--- src/rtl/draw_test_pattern_gen.sv ---
// Bitmap pixel writer: paints colour bars after reset, then services clear,
// snow and random-pixel requests through a single DDR3 write port.
module draw_test_pattern_gen #(
    parameter int unsigned PORT_ADDR_SIZE = 25,
    parameter int unsigned PIXEL_WIDTH    = 32
) (
    input  logic                        CMD_CLK,
    input  logic                        reset,
    input  logic [2:0]                  DISP_pixel_bytes,
    input  logic [31:0]                 DISP_mem_addr,
    input  logic signed [15:0]          DISP_bitmap_width,
    input  logic signed [15:0]          DISP_bitmap_height,
    input  logic                        write_busy_in,
    output logic                        write_req_out,
    output logic [PORT_ADDR_SIZE-1:0]   write_adr_out,
    output logic [31:0]                 write_data_out,
    output logic [PIXEL_WIDTH/8-1:0]    write_mask_out,
    input  logic [1:0]                  buttons,
    input  logic [1:0]                  switches
);

    localparam int unsigned MASK_W = PIXEL_WIDTH / 8;

    localparam logic [2:0] ST_IDLE  = 3'd0;
    localparam logic [2:0] ST_SETUP = 3'd1;
    localparam logic [2:0] ST_FILL  = 3'd2;
    localparam logic [2:0] ST_MOD   = 3'd3;
    localparam logic [2:0] ST_PLOT  = 3'd4;

    localparam logic [1:0] MODE_BARS  = 2'd0;
    localparam logic [1:0] MODE_CLEAR = 2'd1;
    localparam logic [1:0] MODE_SNOW  = 2'd2;
    localparam logic [1:0] MODE_PLOT  = 2'd3;

    localparam logic [31:0] LFSR_SEED  = 32'hACE12468;
    localparam logic [31:0] CLEAR_STEP = 32'h00102030;

    logic [2:0]  state_q;
    logic [1:0]  mode_q;
    logic [31:0] lfsr_q;
    logic [31:0] clear_color_q;
    logic [15:0] w_q, h_q;
    logic [2:0]  b_q;
    logic [31:0] base_q, addr_q;
    logic [15:0] x_q, y_q;
    logic [15:0] bar_cnt_q;
    logic [2:0]  bar_idx_q;
    logic [3:0]  mod_cnt_q;
    logic [15:0] sx_q, sy_q, rx_q, ry_q;

    logic              lfsr_fb;
    logic [2:0]        pix_bytes;
    logic              geom_ok;
    logic [15:0]       bar_w;
    logic [31:0]       bar_color, fill_color;
    logic [MASK_W-1:0] byte_mask;
    logic [16:0]       rx_shift, ry_shift, rx_diff, ry_diff;
    logic [15:0]       rx_step, ry_step;
    logic [31:0]       plot_index, plot_offset, plot_addr;
    logic              unused_sw;

    assign unused_sw = switches[1];

    // Geometry decode, LFSR feedback, colour and mask selection
    always_comb begin
        lfsr_fb = lfsr_q[31] ^ lfsr_q[21] ^ lfsr_q[1] ^ lfsr_q[0];

        case (DISP_pixel_bytes)
            3'd1:    pix_bytes = 3'd1;
            3'd2:    pix_bytes = 3'd2;
            default: pix_bytes = 3'd4;
        endcase

        geom_ok = !DISP_bitmap_width[15]  && (DISP_bitmap_width  != 16'sd0) &&
                  !DISP_bitmap_height[15] && (DISP_bitmap_height != 16'sd0);

        bar_w = (w_q[15:3] == 13'd0) ? 16'd1 : {3'b000, w_q[15:3]};

        case (bar_idx_q)
            3'd0:    bar_color = 32'hFFFFFFFF;
            3'd1:    bar_color = 32'hFFFFFF00;
            3'd2:    bar_color = 32'hFF00FFFF;
            3'd3:    bar_color = 32'hFF00FF00;
            3'd4:    bar_color = 32'hFFFF00FF;
            3'd5:    bar_color = 32'hFFFF0000;
            3'd6:    bar_color = 32'hFF0000FF;
            default: bar_color = 32'hFF000000;
        endcase

        case (mode_q)
            MODE_CLEAR: fill_color = clear_color_q;
            MODE_SNOW:  fill_color = lfsr_q;
            default:    fill_color = bar_color;
        endcase

        byte_mask = '0;
        for (int i = 0; i < int'(MASK_W); i++) begin
            byte_mask[i] = (i < int'(b_q));
        end
    end

    // One restoring-remainder step per cycle for x and y, plus the plot address
    always_comb begin
        rx_shift = {rx_q, sx_q[15]};
        ry_shift = {ry_q, sy_q[15]};
        rx_diff  = rx_shift - {1'b0, w_q};
        ry_diff  = ry_shift - {1'b0, h_q};
        rx_step  = (rx_shift >= {1'b0, w_q}) ? rx_diff[15:0] : rx_shift[15:0];
        ry_step  = (ry_shift >= {1'b0, h_q}) ? ry_diff[15:0] : ry_shift[15:0];

        plot_index = ({16'd0, ry_q} * {16'd0, w_q}) + {16'd0, rx_q};
        case (b_q)
            3'd1:    plot_offset = plot_index;
            3'd2:    plot_offset = {plot_index[30:0], 1'b0};
            default: plot_offset = {plot_index[29:0], 2'b00};
        endcase
        plot_addr = base_q + plot_offset;
    end

    // Control FSM, cursor, LFSR and registered write port
    always_ff @(posedge CMD_CLK) begin
        if (reset) begin
            state_q        <= ST_SETUP;
            mode_q         <= MODE_BARS;
            lfsr_q         <= LFSR_SEED;
            clear_color_q  <= 32'h0;
            w_q            <= 16'd0;
            h_q            <= 16'd0;
            b_q            <= 3'd4;
            base_q         <= 32'h0;
            addr_q         <= 32'h0;
            x_q            <= 16'd0;
            y_q            <= 16'd0;
            bar_cnt_q      <= 16'd0;
            bar_idx_q      <= 3'd0;
            mod_cnt_q      <= 4'd0;
            sx_q           <= 16'd0;
            sy_q           <= 16'd0;
            rx_q           <= 16'd0;
            ry_q           <= 16'd0;
            write_req_out  <= 1'b0;
            write_adr_out  <= '0;
            write_data_out <= 32'h0;
            write_mask_out <= '0;
        end else begin
            lfsr_q        <= {lfsr_q[30:0], lfsr_fb};
            write_req_out <= 1'b0;

            case (state_q)
                ST_IDLE: begin
                    if (!buttons[0]) begin
                        mode_q  <= MODE_CLEAR;
                        state_q <= ST_SETUP;
                    end else if (!buttons[1]) begin
                        mode_q  <= MODE_SNOW;
                        state_q <= ST_SETUP;
                    end else if (switches[0]) begin
                        mode_q  <= MODE_PLOT;
                        state_q <= ST_SETUP;
                    end
                end

                // Geometry is frozen here for the whole operation
                ST_SETUP: begin
                    w_q       <= DISP_bitmap_width;
                    h_q       <= DISP_bitmap_height;
                    b_q       <= pix_bytes;
                    base_q    <= DISP_mem_addr;
                    addr_q    <= DISP_mem_addr;
                    x_q       <= 16'd0;
                    y_q       <= 16'd0;
                    bar_cnt_q <= 16'd0;
                    bar_idx_q <= 3'd0;
                    mod_cnt_q <= 4'd0;
                    sx_q      <= lfsr_q[15:0];
                    sy_q      <= lfsr_q[31:16];
                    rx_q      <= 16'd0;
                    ry_q      <= 16'd0;
                    if (!geom_ok) begin
                        state_q <= ST_IDLE;
                    end else if (mode_q == MODE_PLOT) begin
                        state_q <= ST_MOD;
                    end else begin
                        state_q <= ST_FILL;
                    end
                end

                ST_FILL: begin
                    if (!write_busy_in) begin
                        write_req_out  <= 1'b1;
                        write_adr_out  <= addr_q[PORT_ADDR_SIZE-1:0];
                        write_data_out <= fill_color;
                        write_mask_out <= byte_mask;
                        addr_q         <= addr_q + {29'd0, b_q};

                        // Bar index tracks x / bar_w without a divider
                        if (x_q == w_q - 16'd1) begin
                            bar_cnt_q <= 16'd0;
                            bar_idx_q <= 3'd0;
                        end else if (bar_cnt_q == bar_w - 16'd1) begin
                            bar_cnt_q <= 16'd0;
                            if (bar_idx_q != 3'd7) begin
                                bar_idx_q <= bar_idx_q + 3'd1;
                            end
                        end else begin
                            bar_cnt_q <= bar_cnt_q + 16'd1;
                        end

                        if (x_q == w_q - 16'd1) begin
                            x_q <= 16'd0;
                            if (y_q == h_q - 16'd1) begin
                                state_q <= ST_IDLE;
                                if (mode_q == MODE_CLEAR) begin
                                    clear_color_q <= clear_color_q + CLEAR_STEP;
                                end
                            end else begin
                                y_q <= y_q + 16'd1;
                            end
                        end else begin
                            x_q <= x_q + 16'd1;
                        end
                    end
                end

                ST_MOD: begin
                    sx_q      <= {sx_q[14:0], 1'b0};
                    sy_q      <= {sy_q[14:0], 1'b0};
                    rx_q      <= rx_step;
                    ry_q      <= ry_step;
                    mod_cnt_q <= mod_cnt_q + 4'd1;
                    if (mod_cnt_q == 4'd15) begin
                        state_q <= ST_PLOT;
                    end
                end

                ST_PLOT: begin
                    if (!write_busy_in) begin
                        write_req_out  <= 1'b1;
                        write_adr_out  <= plot_addr[PORT_ADDR_SIZE-1:0];
                        write_data_out <= lfsr_q;
                        write_mask_out <= byte_mask;
                        state_q        <= ST_IDLE;
                    end
                end

                default: state_q <= ST_IDLE;
            endcase
        end
    end

endmodule

--- config.mk ---
export PLATFORM = sky130hd
export DESIGN_NAME = draw_test_pattern_gen
export DESIGN_NICKNAME = d
export VERILOG_FILES = /design/src/rtl/draw_test_pattern_gen.sv
export SDC_FILE = /design/constraint.sdc
export NUM_CORES = 2
export LEC_CHECK = 0
export BUFFER_PORTS_ARGS = -buffer_cell sky130_fd_sc_hd__buf_4
export CAP_MARGIN = 20
export CORE_UTILIZATION = 63
export CTS_CLUSTER_SIZE = 25
export DETAILED_ROUTE_END_ITERATION = 12
export PLACE_DENSITY_LB_ADDON = 0.05
export SYNTH_ARGS = -nofsm -noshare
export SYNTH_HDL_FRONTEND = slang
export SYNTH_SLANG_ARGS = --single-unit
--- constraint.sdc ---
create_clock -name CMD_CLK -period 10.7 [get_ports CMD_CLK]
set_input_delay 2.14 -clock CMD_CLK [delete_from_list [all_inputs] [get_ports CMD_CLK]]
set_output_delay 2.14 -clock CMD_CLK [all_outputs]
set_load 0.01 [all_outputs]
==> impl_metrics.env <==
export IMPL_max_freq_ghz=0.1144
export IMPL_rr_startpoint="w_q[4]"
export IMPL_power_mw=3.365
export IMPL_grt_setup_unrepaired="false"
export IMPL_worst_path_max_fanout=24
export IMPL_async_flop_share_pct=0
export IMPL_p_int_mw=2.310
export IMPL_maxCapViolCount=0
export IMPL_gp_congestion=0.9557
export IMPL_powerDensity_nw_per_um2=115.3
export IMPL_r2r_end="write_adr_out[24]"
export IMPL_startpoint_type="flip-flop"
export IMPL_setup_viol=0
export IMPL_period_minus_slack_ps=8742
export IMPL_cts_root_buffer="clkbuf_16"
export IMPL_synth_edf_count=0
export IMPL_grt_overflow_total=0
export IMPL_grt_pass1_vias=23970
export IMPL_cp_end_kind="flip-flop"
export IMPL_status="complete, no violations"
export IMPL_comb_power_share_pct=19.0
export IMPL_ys_seq_elements=331
export IMPL_slowest_stage="dfxtp_1"
export IMPL_cts_buffers=39
export IMPL_worst_slew_margin_rel_pct=25.82
export IMPL_synth_top_area_cell="dfxtp_1"
export IMPL_syn_cell_area_um2=26710
export IMPL_clock_skew_ps=19.87
export IMPL_grt_usage_pct=35.84
export IMPL_firstDrtPassIters=5
export IMPL_hold_viol_final=0
export IMPL_via_count=24190
export IMPL_fin_crit_sh_pct=81.70
export IMPL_worst_pin_slew_ps=1111
export IMPL_die_area_um2=43220
export IMPL_antenna_found_initial=0
export IMPL_critical_path_class="reg -> reg"
export IMPL_synthTopCellsByArea="dfxtp_1 25%, fa_1 15%, ha_1 7.1%"
export IMPL_row_count=75
export IMPL_ys_seq_area_share_pct=24.81
export IMPL_die_h_um=207.9
export IMPL_ctsResizeCount=0
export IMPL_rr_worst_depth=29
export IMPL_drc=0
export IMPL_fill_cells=3437
export IMPL_grt_max_degree=216
export IMPL_pwr_share_seq_pct=40.9
export IMPL_synthCells=3376
export IMPL_vias_per_cell=6.115
export IMPL_cts_buffer_depth=3
export IMPL_clkTransAtPathRegs_ps=60
export IMPL_tns_ps=0
export IMPL_critPathRequiredTime_ps=11130
export IMPL_wl_per_cell_um=19.47
export IMPL_insertion_delay_ps=590
export IMPL_layout_area_seq_um2=6628
export IMPL_postCtsSetupRepairBufs=0
export IMPL_first_iter_violations=1923
export IMPL_crit_arrival_ps=9170
export IMPL_ys_flop_type="dfxtp_1"
export IMPL_finalNetCount=3807
export IMPL_start_util_pct=63.82
export IMPL_max_vdd_ir_drop_mv=0.1152
export IMPL_io_buffers=127
export IMPL_cts_sinks=331
export IMPL_clkPwrFrac_pct=40.0
export IMPL_yosysTopAreaCellShare_pct=24.81
export IMPL_grt_pass1_wl_mm=124.5
export IMPL_p_sw_mw=1.055
export IMPL_hold_path_class="reg -> reg"
export IMPL_ant_nets=0
export IMPL_syn_to_final_growth_pct=9.294
export IMPL_ios=136
export IMPL_wl_mm=77.01
export IMPL_cpPeakStageDelay_ps=1050
export IMPL_endpoint="write_adr_out[24]"
export IMPL_yosysWarnings=0
export IMPL_p_leak_nw=12.50
export IMPL_hpwl_mm=56.00
export IMPL_cp_common_cell="fa_1"
export IMPL_swShare_pct=31.36
export IMPL_cts_tree="done"
export IMPL_h_tree_depth=2
export IMPL_finalMaxSlewViolations=0
export IMPL_drive_gt1_share_pct=7.904
export IMPL_holdBufCountCts=0
export IMPL_r2r_slack_ps=1960
export IMPL_dieWidth_um=207.9
export IMPL_multiInputGateArea_um2=17990
export IMPL_startpoint="w_q[4]"
export IMPL_placeableCoreArea_um2=41850
export IMPL_syn_avg_cell_area_um2=7.912
export IMPL_syn_num_nets=3796
export IMPL_diodes=0
export IMPL_synth_cell_types=75
-- kinds of logic after synthesis --
group | synth area share (%)
simple gates | 22.37
compound gates | 15.52
buf+inv | 8.001
fa+ha+maj | 21.69
flops | 24.81
xor+xnor | 5.902
mux | 1.705
-- worst max-delay path: cells and delay by family, from the launching register on --
kind            cells  cell delay [ps]
compound gates     12             2700
xor+xnor            3              640
fa+ha+maj           8             3430
simple gates        4              650
flops               1             1050
buf+inv             2               90
-- final cells by class --
type,count,share of cell area (%)
multi-input combinational,2479,61.62
sequential,331,22.70
inverter,376,4.835
timing repair buffer,160,4.179
clock buffer,56,3.802
tap,539,2.310
clock inverter,14,0.5486
-- cell usage in the layout (no fill, tap or decap), types with 41 or more instances in the layout --
cell and instances:
nor2_1 309, nand2_1 420, nor4_1 43, nand3_1 49
a211oi_1 71, o21ai_0 118, inv_1 375, and2_1 130
dfxtp_1 330, buf_4 158, xor2_1 74, ha_1 151
mux2i_1 41, nor3_1 80, a21oi_1 222, xnor2_1 106
fa_1 195
-- power by group through the flow --
| stage | Sequential, mW | Clock [mW] | Combinational (mW) |
|---|---|---|---|
| floorplan | 1.37 | 0 | 0.464 |
| global placement | 1.40 | 0 | 0.610 |
| detailed placement | 1.40 | 0 | 0.625 |
| CTS | 1.37 | 1.36 | 0.631 |
| global route | 1.39 | 1.41 | 0.701 |
| finish | 1.38 | 1.35 | 0.640 |
-- routing by layer --
| layer | routed length, um | GRT usage, % | part of all wire (%) | vias up |
|---|---|---|---|---|
| li1 | - | - | - | 11320 |
| met3 | 5830 | 5.449 | 7.6 | 241 |
| met4 | 3787 | 17.68 | 4.9 | 0 |
| met1 | 30980 | 44.95 | 40 | 11610 |
| met5 | 0 | 0 | 0 | - |
| met2 | 36410 | 60.37 | 47 | 1017 |
-- stage by stage --
step	area, um2	setup slack, ps	cells	util [%]	hold slack, ps
2_1_floorplan	26710	3032	3376	-	439.8
3_3_place_gp	27910	2275	3884	66.70	447.4
3_5_place_dp	27920	2204	3885	66.71	449.6
4_1_cts	29190	2122	3955	69.75	463.8
5_1_grt	29190	1527	3955	69.75	470.4
6_report	29190	1958	3955	69.75	458.2
-- how the worst min path moves through the flow --
| stage | startpoint | endpoint | slack, ps | depth (start not counted) |
|---|---|---|---|---|
| 5_1_grt | write_adr_out[1] | write_adr_out[1] | 470 | 2 |
| 6_report | write_mask_out[3] | write_mask_out[3] | 460 | 2 |
| 2_1_floorplan | lfsr_q[9] | lfsr_q[10] | 440 | 1 |
| 3_3_place_gp | lfsr_q[5] | lfsr_q[6] | 450 | 1 |
| 4_1_cts | write_mask_out[3] | write_mask_out[3] | 460 | 2 |
| 3_5_place_dp | write_adr_out[1] | write_adr_out[1] | 450 | 2 |
-- cells in the mapped netlist (7+ instances only) --
master and instances:
nand2_1 420, inv_1 375, dfxtp_1 331, nor2_1 311, a21oi_1 223, fa_1 195
clkbuf_1 166, ha_1 151, and2_1 130, o21ai_0 119, xnor2_1 106, nor3_1 82
xor2_1 74, a211oi_1 71, nand3_1 49, nor4_1 43, mux2i_1 41, nand4_1 38
nor2b_1 37, a21o_1 33, and3_1 31, or3_1 27, a22oi_1 23, or2_2 21
buf_1 19, nand2b_1 18, o211ai_1 17, a31oi_1 16, o22ai_1 16, a221oi_1 15
o21a_1 12, o31ai_1 11, a221o_1 9, nor3b_1 9, a311oi_1 8, a32oi_1 8
o21bai_1 8, a21boi_0 7, o221ai_1 7, o31a_1 7, or4_1 7
-- sequential cells by signal, indices dropped and copies added, names as in the netlist, 4 cells and up --
register,flops
h_q,16
sx_q,16
mod_cnt_q,4
lfsr_q,32
addr_q,25
base_q,25
sy_q,16
rx_q,16
bar_cnt_q,16
x_q,16
ry_q,16
write_mask_out,4
y_q,16
clear_color_q,28
write_data_out,32
write_adr_out,25
w_q,16
No activity file was read; power rests on OpenSTA's default activity.
